--- src/rtl/debounce_scan_ctrl.sv ---
// Multi-channel button debouncer: one shared update engine serviced round-robin,
// producing clean levels plus a press/release/long-press event stream.
module debounce_scan_ctrl #(
    parameter int N_CH       = 4,
    parameter int PRESC      = 4,
    parameter int THRESH     = 4,
    parameter int LONG_TICKS = 8,
    localparam int CH_W      = (N_CH > 1) ? $clog2(N_CH) : 1
) (
    input  logic            clk,
    input  logic            rst,
    input  logic            en,
    input  logic [N_CH-1:0] noisy_in,
    output logic [N_CH-1:0] clean_out,
    output logic            ev_valid,
    input  logic            ev_ready,
    output logic [CH_W-1:0] ev_ch,
    output logic [1:0]      ev_type,
    output logic            overflow
);

    localparam int PW = (PRESC > 1) ? $clog2(PRESC) : 1;
    localparam int CW = (THRESH > 1) ? $clog2(THRESH + 1) : 1;
    localparam int LW = (LONG_TICKS > 1) ? $clog2(LONG_TICKS + 1) : 1;

    localparam logic [PW-1:0]   PSC_LAST  = PW'(PRESC - 1);
    localparam logic [CH_W-1:0] CH_LAST   = CH_W'(N_CH - 1);
    localparam logic [CW-1:0]   CNT_LAST  = CW'(THRESH - 1);
    localparam logic [LW-1:0]   LONG_LAST = LW'(LONG_TICKS);

    localparam logic [1:0] EV_PRESS   = 2'b01;
    localparam logic [1:0] EV_RELEASE = 2'b10;
    localparam logic [1:0] EV_LONG    = 2'b11;

    logic [N_CH-1:0] sync1_q, sync2_q;
    logic [N_CH-1:0] clean_q;
    logic [N_CH-1:0] ldone_q;
    logic [CW-1:0]   cnt_q  [N_CH];
    logic [LW-1:0]   long_q [N_CH];
    logic [PW-1:0]   psc_q;
    logic [CH_W-1:0] idx_q;

    logic            ev_valid_q;
    logic [CH_W-1:0] ev_ch_q;
    logic [1:0]      ev_type_q;
    logic            ovf_q;

    logic            strobe;
    logic            s_bit, q_bit, cur_ldone;
    logic [CW-1:0]   cur_cnt;
    logic [LW-1:0]   cur_long;
    logic            clean_d, ldone_d;
    logic [CW-1:0]   cnt_d;
    logic [LW-1:0]   long_d;
    logic            gen;
    logic [1:0]      gen_type;
    logic            fire, drain;

    assign strobe    = en && (psc_q == PSC_LAST);
    assign s_bit     = sync2_q[idx_q];
    assign q_bit     = clean_q[idx_q];
    assign cur_cnt   = cnt_q[idx_q];
    assign cur_long  = long_q[idx_q];
    assign cur_ldone = ldone_q[idx_q];

    // Shared engine: next state of whichever channel the scan index selects.
    always_comb begin
        clean_d  = q_bit;
        cnt_d    = cur_cnt;
        long_d   = cur_long;
        ldone_d  = cur_ldone;
        gen      = 1'b0;
        gen_type = 2'b00;
        if (s_bit != q_bit) begin
            if (cur_cnt == CNT_LAST) begin
                clean_d  = s_bit;
                cnt_d    = '0;
                gen      = 1'b1;
                gen_type = s_bit ? EV_PRESS : EV_RELEASE;
                if (!s_bit) begin
                    long_d  = '0;
                    ldone_d = 1'b0;
                end
            end else begin
                cnt_d = cur_cnt + CW'(1);
            end
        end else begin
            cnt_d = '0;
            if (s_bit && !cur_ldone) begin
                long_d = cur_long + LW'(1);
                if (long_d == LONG_LAST) begin
                    gen      = 1'b1;
                    gen_type = EV_LONG;
                    ldone_d  = 1'b1;
                end
            end
        end
    end

    assign fire  = strobe && gen;
    assign drain = ev_valid_q && ev_ready;

    always_ff @(posedge clk) begin
        if (rst) begin
            sync1_q    <= '0;
            sync2_q    <= '0;
            clean_q    <= '0;
            ldone_q    <= '0;
            psc_q      <= '0;
            idx_q      <= '0;
            ev_valid_q <= 1'b0;
            ev_ch_q    <= '0;
            ev_type_q  <= 2'b00;
            ovf_q      <= 1'b0;
            for (int i = 0; i < N_CH; i++) begin
                cnt_q[i]  <= '0;
                long_q[i] <= '0;
            end
        end else begin
            sync1_q <= noisy_in;
            sync2_q <= sync1_q;
            if (en) begin
                psc_q <= strobe ? '0 : psc_q + PW'(1);
            end
            if (strobe) begin
                idx_q          <= (idx_q == CH_LAST) ? '0 : idx_q + CH_W'(1);
                clean_q[idx_q] <= clean_d;
                cnt_q[idx_q]   <= cnt_d;
                long_q[idx_q]  <= long_d;
                ldone_q[idx_q] <= ldone_d;
            end
            // Single-entry event register: a full, non-draining register drops the new event.
            if (fire) begin
                if (!ev_valid_q || drain) begin
                    ev_valid_q <= 1'b1;
                    ev_ch_q    <= idx_q;
                    ev_type_q  <= gen_type;
                end else begin
                    ovf_q <= 1'b1;
                end
            end else if (drain) begin
                ev_valid_q <= 1'b0;
            end
        end
    end

    assign clean_out = clean_q;
    assign ev_valid  = ev_valid_q;
    assign ev_ch     = ev_ch_q;
    assign ev_type   = ev_type_q;
    assign overflow  = ovf_q;

endmodule
--- config.mk ---
export PLATFORM = sky130hd
export DESIGN_NAME = debounce_scan_ctrl
export DESIGN_NICKNAME = d
export VERILOG_FILES = /design/src/rtl/debounce_scan_ctrl.sv
export SDC_FILE = /design/constraint.sdc
export NUM_CORES = 1
export LEC_CHECK = 0
export BUFFER_PORTS_ARGS = -buffer_cell sky130_fd_sc_hd__buf_2
export CAP_MARGIN = 25
export CORE_ASPECT_RATIO = 0.5
export CORE_MARGIN = 2
export CORE_UTILIZATION = 55
export CTS_BUF_LIST = sky130_fd_sc_hd__clkbuf_8 sky130_fd_sc_hd__clkbuf_16
export CTS_CLUSTER_SIZE = 14
export DETAILED_ROUTE_END_ITERATION = 6
export MAX_ROUTING_LAYER = met4
export PLACE_DENSITY = 0.72
export SETUP_SLACK_MARGIN = 0.1
export SYNTH_ARGS = -nofsm -noshare
export SYNTH_HDL_FRONTEND = slang
export SYNTH_SLANG_ARGS = --single-unit
--- constraint.sdc ---
create_clock -name clk -period 3 [get_ports clk]
set_input_delay 0.3 -clock clk [delete_from_list [all_inputs] [get_ports clk]]
set_output_delay 0.3 -clock clk [all_outputs]
set_load 0.005 [all_outputs]
==> impl_metrics.tcl <==
set metrics [dict create \
    portion_of_total_power_attributed_to_the_clock_network_pct 30.8 \
    timing.hold.worst.class "input port to register" \
    rr_worst_depth 7 \
    grt-ovfl-total 0 \
    detail_route.wirelength_mm 4.97 \
    detail_route.drc_violations 0 \
    synthesis.yosys.warnings 0 \
    global_route.usage.total_pct 21.1 \
    grt_max_degree 35 \
    p_int_w 0.00101 \
    muxShareOfSynthArea_pct 10.9 \
    clk_path_buf_depth 2 \
    timing.fmax_mhz 390 \
    postRouteAntennaNets 0 \
    combPwrFrac_pct 5.7 \
    layout_worst_path_cycle_share_pct 85.4 \
    synth_adder_area_share_pct 3.79 \
    detailedPlacementHpwl_mm 3.50 \
    critPathRequiredTime_ns 3.23 \
    die-area_sq_mm 0.00540 \
    status "finished clean" \
    post_cts.repair.setup_buffers 0 \
    synthMostInstantiatedCell "sky130_fd_sc_hd__nor2_1" \
    layout.filler_cells 376 \
    post_drt_wl_per_cell_um 16.0 \
    largest_stage_delay_on_the_critical_path_ns 0.66 \
    register_to_register_path_setup_slack_ns 0.44 \
    category_of_the_worst_setup_path_launch_point "register" \
    portBuffers 17 \
    setup.worst_path.class "register to register" \
    finalHoldViolations 0 \
    io-pin-count 18 \
    synth_compound_gate_area_share_pct 10.9 \
    cts.root.buffer_cell "sky130_fd_sc_hd__clkbuf_8" \
    synth_simple_gate_area_share_pct 17.6 \
    cp.buffers_inverters 0 \
    seqCellArea_sq_mm 0.00140 \
    clock_tree_from_tritoncts "built" \
    n_antenna_cell 0 \
    synth_area_sq_mm 0.00264 \
    synth.net_count 245 \
    multi_input_comb_area_sq_mm 0.00115 \
    die_w_um 102 \
    path_delay_family "multiplexers" \
    tritoncts_num_sinks 56 \
    firstDrtPassIters 4 \
    gp_congestion 0.868 \
    floorplan.core_area_sq_mm 0.00451 \
    iteration_0_drc_count_of_the_detailed_router 150 \
    drive_above_1_share_pct 18.0 \
    syn_avg_cell_area_sq_um 11.5 \
    vias 1771 \
    most_common_flop_cell_mapped_by_yosys "sky130_fd_sc_hd__edfxtp_1" \
    netlist_top_cells_area "sky130_fd_sc_hd__edfxtp_1, sky130_fd_sc_hd__dfxtp_1, sky130_fd_sc_hd__mux4_2" \
    yosys.area.top_type_share_pct 31.8 \
    timing.critical_path.to "ldone_q[3]" \
    number_of_flops_mapped_to_enable_cells_by_yosys 28 \
    clk_transition_reported_paths_ns 0.10 \
    synth_unique_cells 46 \
    postCtsResizedCells 0 \
    cp.depth 7 \
    setup_viol 0 \
    power_density_mw_per_mm2 459 \
    synth_seq_area_share_pct 53.1 \
    tritoncts.num_buffers 5 \
    die_y_um 53.0 \
    yosys_register_bits 56 \
    vias_per_cell 5.71 \
    combinational_family_with_the_most_area_after_synthesis "simple AND/OR/NAND/NOR gates" \
    post-layout-total-power_w 0.00130 \
    fin_tns_setup_ns 0 \
    clock_insertion_delay_worst_skew_ns 0.31 \
    antenna_found_initial 0 \
    worstMarginPinSlew_ns 0.543 \
    power.net_switching_w 0.000292 \
    synth-xor-area-share_pct 0.332 \
    std_cell_rows 17 \
    drv_slew 0 \
    critPathSlowestCell "sky130_fd_sc_hd__mux4_2" \
    syn2layout_area_growth_pct 7.68 \
    placed_area_sq_mm 0.00276 \
    period_needed_ns 2.56 \
    switching_share_pct 22.3 \
    postCtsHoldBufs 0 \
    yosys-top-cells-count "sky130_fd_sc_hd__nor2_1, sky130_fd_sc_hd__dfxtp_1, sky130_fd_sc_hd__edfxtp_1" \
    grt_setup_unrepaired "no" \
    leakagePower_nw 1.10 \
    grt_first_pass_wirelength_mm 8.12 \
    synth_area_leader_cell "sky130_fd_sc_hd__edfxtp_1" \
    slew_limit_headroom_pct 63.8 \
    timing.critical_path.cells "mux4_2, ha_1, nor2_1, a21o_1, a22o_1, nand4_2, a41oi_1" \
    layout.nets 259 \
    power_frac_seq_pct 63.4 \
    worst_clock_skew_ns 0.0134 \
    synthArstFlopShare_pct 0 \
    start_util_pct 58.5 \
    synthesis.instances 229 \
    crit_path_end_kind "register" \
    worst_ir_drop_on_vdd_mv 0.252 \
    cts_max_level 2 \
    critical_path.max_fanout 7 \
    reg2reg_to "ldone_q[3]" \
    timing.max_cap.violations 0 \
    grt_pass1_vias 1635 \
    finalInstanceArea_sq_mm 0.00284 \
    arrival_ns 2.79 \
]
## stage by stage
| step | std cells | worst slack (ns) | util (%) | hold WS, ns |
|---|---|---|---|---|
| 3_5_place_dp | 302 | 0.474 | 61.1 | 0.426 |
| 5_1_grt | 310 | 0.222 | 63.0 | 0.196 |
| 4_1_cts | 310 | 0.443 | 63.0 | 0.194 |
| 6_report | 310 | 0.439 | 63.0 | 0.196 |
| 3_3_place_gp | 302 | 0.536 | 61.1 | 0.421 |
| 2_1_floorplan | 229 | 0.886 | - | 0.414 |
## power groups by stage
stage / Sequential, W / Clock [W] / Combinational [W]
after floorplan: 0.000842 / 0 / 0.0000583
after CTS: 0.000828 / 0.000410 / 0.0000747
after global routing: 0.000830 / 0.000441 / 0.0000839
after detailed placement: 0.000846 / 0 / 0.0000740
after global placement: 0.000845 / 0 / 0.0000732
final: 0.000828 / 0.000402 / 0.0000748
## worst register-to-register path, cell delays in order, from the launching register on
cell and delay (ns):
sky130_fd_sc_hd__dfxtp_1 0.64, sky130_fd_sc_hd__mux4_2 0.67, sky130_fd_sc_hd__ha_1 0.30, sky130_fd_sc_hd__nor2_1 0.12, sky130_fd_sc_hd__a21o_1 0.13, sky130_fd_sc_hd__a22o_1 0.19
sky130_fd_sc_hd__nand4_2 0.18, sky130_fd_sc_hd__a41oi_1 0.26
## final cells by class
| type | instances | area share (%) |
|---|---|---|
| sequential | 56 | 49.3 |
| clock inverter | 3 | 0.660 |
| inverter | 8 | 1.06 |
| multi-input combinational | 154 | 40.4 |
| timing repair buffer | 18 | 3.26 |
| clock buffer | 5 | 2.42 |
| tap | 66 | 2.90 |
## cells in the final DEF (no fill, tap or decap), drive strengths merged, types with 2 or more instances in the layout
| master | count |
|---|---|
| o21ai | 3 |
| edfxtp | 28 |
| nand3 | 4 |
| o21a | 2 |
| a21oi | 7 |
| nand4 | 3 |
| nor3 | 2 |
| mux4 | 10 |
| a22oi | 3 |
| ha | 8 |
| o22ai | 2 |
| a41oi | 5 |
| or3 | 2 |
| buf | 18 |
| nand2b | 10 |
| clkinv | 2 |
| mux2i | 5 |
| inv | 8 |
| dfxtp | 28 |
| and3 | 4 |
| a211oi | 5 |
| nor2 | 40 |
| nand2 | 10 |
| o21bai | 4 |
| nor2b | 10 |
| clkbuf | 5 |
## cell families after synthesis
family | after synthesis
buf+inv | 19
xor+xnor | 1
simple gates | 91
mux | 16
fa+ha+maj | 8
flops | 56
compound gates | 38
## flip-flops by register name, summed over array words and instances (netlist names), named ones only
register   count
long_q        16
clean_out      4
ev_valid       1
ldone_q        4
sync1_q        4
overflow       1
idx_q          2
psc_q          2
ev_ch          2
sync2_q        4
cnt_q         12
ev_type        2
## routing by layer
layer	GRT usage, %	part of all wire [%]	vias to the layer above
li1	-	-	858
met1	29.8	46	849
met2	30.9	45	61
met3	6.74	8.7	3
met4	2.89	0.32	0
met5	-	0	-
## worst min-delay path by stage
stage	end	start	cells after the start	slack, ns
2_1_floorplan	sync2_q[0]	sync1_q[0]	1	0.41
3_3_place_gp	sync2_q[3]	sync1_q[3]	1	0.42
3_5_place_dp	sync2_q[1]	sync1_q[1]	1	0.43
4_1_cts	sync1_q[0]	noisy_in[0]	2	0.19
5_1_grt	sync1_q[0]	noisy_in[0]	2	0.20
6_report	sync1_q[0]	noisy_in[0]	2	0.20
Power figures use the tool's default switching activity.
